$ cat src/rtl/seq_multiplier.sv
// rtl/seq_multiplier.sv - iterative shift-add multiplier, signed/unsigned, valid/ready on both sides
// One product bit per cycle; operands are reduced to magnitudes and the sign is restored on the last step.
module seq_multiplier #(
  parameter  int Width = 8,
  localparam int CntW  = $clog2(Width + 1)
) (
  input  logic               clk_i,
  input  logic               rst_i,
  input  logic               in_valid_i,
  output logic               in_ready_o,
  input  logic [Width-1:0]   data_in1_i,
  input  logic [Width-1:0]   data_in2_i,
  input  logic               signed_i,
  output logic [2*Width-1:0] data_out_o,
  output logic               data_out_valid_o,
  input  logic               data_out_ready_i,
  output logic               busy_o
);

  typedef enum logic [1:0] {S_IDLE, S_CALC, S_DONE} state_t;

  state_t             r_state;
  state_t             w_state_next;
  logic [2*Width-1:0] r_mcand;
  logic [Width-1:0]   r_mplier;
  logic [2*Width-1:0] r_acc;
  logic [CntW-1:0]    r_cnt;
  logic               r_neg;
  logic [2*Width-1:0] r_data_out;

  logic [Width-1:0]   w_mag1;
  logic [Width-1:0]   w_mag2;
  logic [2*Width-1:0] w_addend;
  logic [2*Width-1:0] w_acc_sum;
  logic [2*Width-1:0] w_result;
  logic               w_last;

  // -2^(Width-1) negates to itself, which read unsigned is exactly its magnitude.
  assign w_mag1    = (signed_i && data_in1_i[Width-1]) ? -data_in1_i : data_in1_i;
  assign w_mag2    = (signed_i && data_in2_i[Width-1]) ? -data_in2_i : data_in2_i;
  assign w_addend  = r_mplier[0] ? r_mcand : '0;
  assign w_acc_sum = r_acc + w_addend;
  assign w_result  = r_neg ? -w_acc_sum : w_acc_sum;
  assign w_last    = (r_cnt == CntW'(Width - 1));
  assign data_out_o = r_data_out;

  always_ff @(posedge clk_i) begin
    if (rst_i) begin
      r_state <= S_IDLE;
    end else begin
      r_state <= w_state_next;
    end
  end

  always_comb begin
    w_state_next     = r_state;
    in_ready_o       = 1'b0;
    data_out_valid_o = 1'b0;
    busy_o           = 1'b1;
    case (r_state)
      S_IDLE: begin
        in_ready_o = 1'b1;
        busy_o     = 1'b0;
        if (in_valid_i) w_state_next = S_CALC;
      end
      S_CALC: begin
        if (w_last) w_state_next = S_DONE;
      end
      S_DONE: begin
        data_out_valid_o = 1'b1;
        if (data_out_ready_i) w_state_next = S_IDLE;
      end
      default: w_state_next = S_IDLE;
    endcase
  end

  always_ff @(posedge clk_i) begin
    if (rst_i) begin
      r_mcand    <= '0;
      r_mplier   <= '0;
      r_acc      <= '0;
      r_cnt      <= '0;
      r_neg      <= 1'b0;
      r_data_out <= '0;
    end else begin
      case (r_state)
        S_IDLE: begin
          if (in_valid_i) begin
            r_mcand  <= {{Width{1'b0}}, w_mag1};
            r_mplier <= w_mag2;
            r_neg    <= signed_i & (data_in1_i[Width-1] ^ data_in2_i[Width-1]);
            r_acc    <= '0;
            r_cnt    <= '0;
          end
        end
        S_CALC: begin
          r_acc    <= w_acc_sum;
          r_mcand  <= r_mcand << 1;
          r_mplier <= r_mplier >> 1;
          r_cnt    <= r_cnt + CntW'(1);
          if (w_last) r_data_out <= w_result;
        end
        default: ;
      endcase
    end
  end

endmodule

$ cat config.mk
export PLATFORM = sky130hd
export DESIGN_NAME = seq_multiplier
export DESIGN_NICKNAME = d
export VERILOG_FILES = /design/src/rtl/seq_multiplier.sv
export SDC_FILE = /design/constraint.sdc
export NUM_CORES = 1
export LEC_CHECK = 0
export ABC_AREA = 1
export BUFFER_PORTS_ARGS = -buffer_cell sky130_fd_sc_hd__buf_2
export CORE_ASPECT_RATIO = 2
export CORE_UTILIZATION = 64
export CTS_CLUSTER_SIZE = 14
export DETAILED_ROUTE_END_ITERATION = 12
export PLACE_DENSITY = 0.85
export SLEW_MARGIN = 20
export SYNTH_ARGS = -nofsm -noshare
export SYNTH_HDL_FRONTEND = slang
export SYNTH_SLANG_ARGS = --single-unit
$ cat constraint.sdc
create_clock -name clk_i -period 5.3 [get_ports clk_i]
set_input_delay 1.06 -clock clk_i [delete_from_list [all_inputs] [get_ports clk_i]]
set_output_delay 1.06 -clock clk_i [all_outputs]
set_load 0.01 [all_outputs]
==> out/metrics.csv <==
stage;metric;value;unit
floorplan;Die W;59.0;um
sta;TNS Setup;0;ns
detailed_routing;routed len/inst;14.4;um
global_routing;grt total ovfl;0;
layout;utilization after layout;74.6;%
clock_network;CTS tree;built;
clock_network;Max Buffers Root-to-Sink;2;
clock_network;worst skew pair latency;0.33;ns
critical_path;critical path class;flip-flop to flip-flop;
detailed_routing;routed vias;4518;
clock_network;post-CTS resize count;0;
sta;fmax;321;MHz
layout;share of layout cells above drive strength 1;10.3;%
sta;Worst Slack Setup Final;2.19;ns
synth;Syn Area/Cell;6.10;um^2
global_routing;vias in the first global route;4337;
floorplan;Die H;116;um
place;DP Wirelength;8.47;mm
place;dpl ws;2.13;ns
detailed_routing;DRC errors left;0;
layout;area grow syn2layout;13.3;%
hold_path;Worst Hold Launch;r_mcand[15];
synth;synth unique cells;30;
layout;Nets;753;
critical_path;Critical Path Source Type;flip-flop;
clock_network;Num CTS Buffers;9;
sta;Final setup viols;0;
clock_network;Post-CTS Setup Inserts;0;
detailed_routing;antenna viol nets, final;0;
clock_network;Reg clk slew, reported paths;0.05;ns
critical_path;CP Max Fanout;17;
synth;top_reg_cell synth;dfxtp_1;
detailed_routing;Iter 0 DRT Violations;256;
synth;library cell with the largest summed area after synthesis;dfxtp_1;
synth;Post-Synthesis Cells;681;
place;Buffers on Ports;39;
sta;final hold slack;0.467;ns
floorplan;IO Count;40;
sta;Period Utilization, post-route;58.7;%
sta;Hold Vio Cnt, Final;0;
synth;FFs w/ async S/R, synth;0;%
sta;max_slew headroom;38.5;%
sta;fin crit period;3.11;ns
hold_path;Hold Crit Endpoint;r_mcand[15];
sta;Clock Skew;0.00345;ns
detailed_routing;Via density;5.63;
global_routing;first-pass GRT wire length;18.5;mm
hold_path;Hold Crit Depth;2;
run;maximum capacitance violations;0;
floorplan;area of the die;0.00684;mm^2
synth;#FFs+latches synth;63;
global_routing;largest net degree at the start of global routing;52;
sta;fin. max-slew vios;0;
hold_path;Tightest Hold Check Type;flip-flop to flip-flop;
pwr;Static Leak;2.43;nW
critical_path;worst r2r dst;data_out_o[12];
synth;Post-synth EDFFs;0;
synth;sequential element share of the synthesized area;30.4;%
global_routing;GRT Util Overall;36.4;%
clock_network;hold-fix buffer count after cts;0;
clock_network;CTS root buf;clkbuf_16;
global_routing;initial antenna violation count;0;
synth;YS warnings;0;
clock_network;H-tree Lvls;3;
synth;top cells by area, synth;dfxtp_1, nand2_1, inv_1, a21oi_1, nand3_1;
pwr;Power, Total;1.26;mW
pwr;power per cell area;267;mW/mm^2
synth;synthesized area;0.00416;mm^2
synth;Synth top area share;30.4;%
status;status;completed;
floorplan;initial core utilization;65.9;%
critical_path;Crit Reg-Reg Startpoint;r_mplier[0];
pwr;VDD IR-drop max;205;uV
critical_path;worst path arrival time;3.29;ns
clock_network;Sink Count;63;
place;Placer Congestion;0.982;
critical_path;R2R depth;17;
synth;syn nets;722;
detailed_routing;first-pass iteration count of the detailed router;7;
floorplan;core area;0.00631;mm^2
sta;RSZ-0062 raised after global routing;false;
detailed_routing;Total Wirelength;11.5;mm
floorplan;Cell Rows;41;
critical_path;Worst setup EP type;flip-flop;
critical_path;setup slack, reg-to-reg;2.19;ns
critical_path;Worst Path Required;5.48;ns
sta;Slew @ Worst Pin;0.922;ns
layout;number of diodes;0;
critical_path;critical path launch point;r_mplier[0];
Yosys cell counts (5+ instances only):
master / instances
nand2_1: 242
inv_1: 97
dfxtp_1: 63
a21oi_1: 57
nand3_1: 55
nor2_1: 39
o21ai_0: 21
ha_1: 19
a31oi_1: 15
clkbuf_1: 15
xor2_1: 10
buf_2: 6
nand2_2: 6
nand3b_1: 6
nor3_1: 5
cells by family after synthesis:
family / count (synthesis) / share of synthesized area, %
flip-flops: 63 / 30.4
buffers and inverters: 120 / 11.2
XOR/XNOR: 10 / 2.11
AND/OR/NAND/NOR: 366 / 36.9
AO/OA/AOI/OAI: 102 / 13.3
adder cells (fa/ha/maj): 20 / 6.20
power by group:
part	internal [mW]	switching, mW	leakage (nW)
Sequential	0.486	0.0146	0.511
Combinational	0.0393	0.0833	1.76
Clock	0.422	0.214	0.162
Total	0.948	0.312	2.43
placed cells by master (no fill, tap or decap), types with 2 or more instances in the layout:
| cell type | count |
|---|---|
| inv_1 | 97 |
| xor2_1 | 10 |
| nand3_1 | 55 |
| o21ai_0 | 21 |
| bufinv_16 | 2 |
| nand2_1 | 242 |
| nor2_1 | 38 |
| nand3_2 | 2 |
| nor3_1 | 5 |
| clkbuf_16 | 9 |
| nand3b_1 | 6 |
| ha_1 | 19 |
| nor2_2 | 5 |
| buf_4 | 3 |
| nand2_2 | 6 |
| o221ai_1 | 2 |
| o21ai_1 | 2 |
| a31oi_1 | 15 |
| dfxtp_1 | 63 |
| clkinv_2 | 3 |
| a21oi_1 | 57 |
| a211oi_1 | 2 |
| nand4_1 | 4 |
| buf_2 | 39 |
flip-flops by register name, indices dropped and copies added (netlist names):
signal and flops:
r_mplier 8, r_acc 16, r_cnt 4, r_neg 1
data_out_o 16, r_state 2, r_mcand 16
per-layer routing:
layer,vias up,share of wire (%),global-route usage [%]
met2,167,53,65.9
met3,69,5.4,9.60
met5,-,0,0
met1,2049,34,32.5
met4,0,7.5,28.6
li1,2233,-,-
worst max-delay path by stage:
stage                     cells past startpoint             end
after global placement                        7        r_cnt[2]
final                                        17  data_out_o[12]
after global routing                         17  data_out_o[12]
after CTS                                    17  data_out_o[12]
after floorplan                              19  data_out_o[12]
after detailed placement                      7        r_cnt[2]
stage by stage:
stage	cell area, um^2	cells
floorplan	4160	681
global placement	4390	787
detailed placement	4390	787
CTS	4710	803
global route	4710	803
finish	4710	803
final cells by class:
type                            instances  area [um^2]
Fill cell                             555         1600
Inverter                               98          368
Multi-Input combinational cell        498         2430
Sequential cell                        63         1260
Timing Repair Buffer                   42          218
Clock inverter                          6         83.8
Tap cell                               86          108
Clock buffer                           10          239
critical path, cell delays in order (launching register included):
cell and delay, ns:
dfxtp_1 0.72, nand2_1 0.12, inv_1 0.09, ha_1 0.21, fa_1 0.50, inv_1 0.11, ha_1 0.16, inv_1 0.05
nor2_1 0.13, nand3_1 0.10, nor2_2 0.17, nand2_1 0.09, nor2_2 0.11, nand3_1 0.10, nand2_1 0.07, nand2_1 0.06
nand3_1 0.09, a21oi_1 0.07
Note: power is estimated with default switching activity, not from simulation.
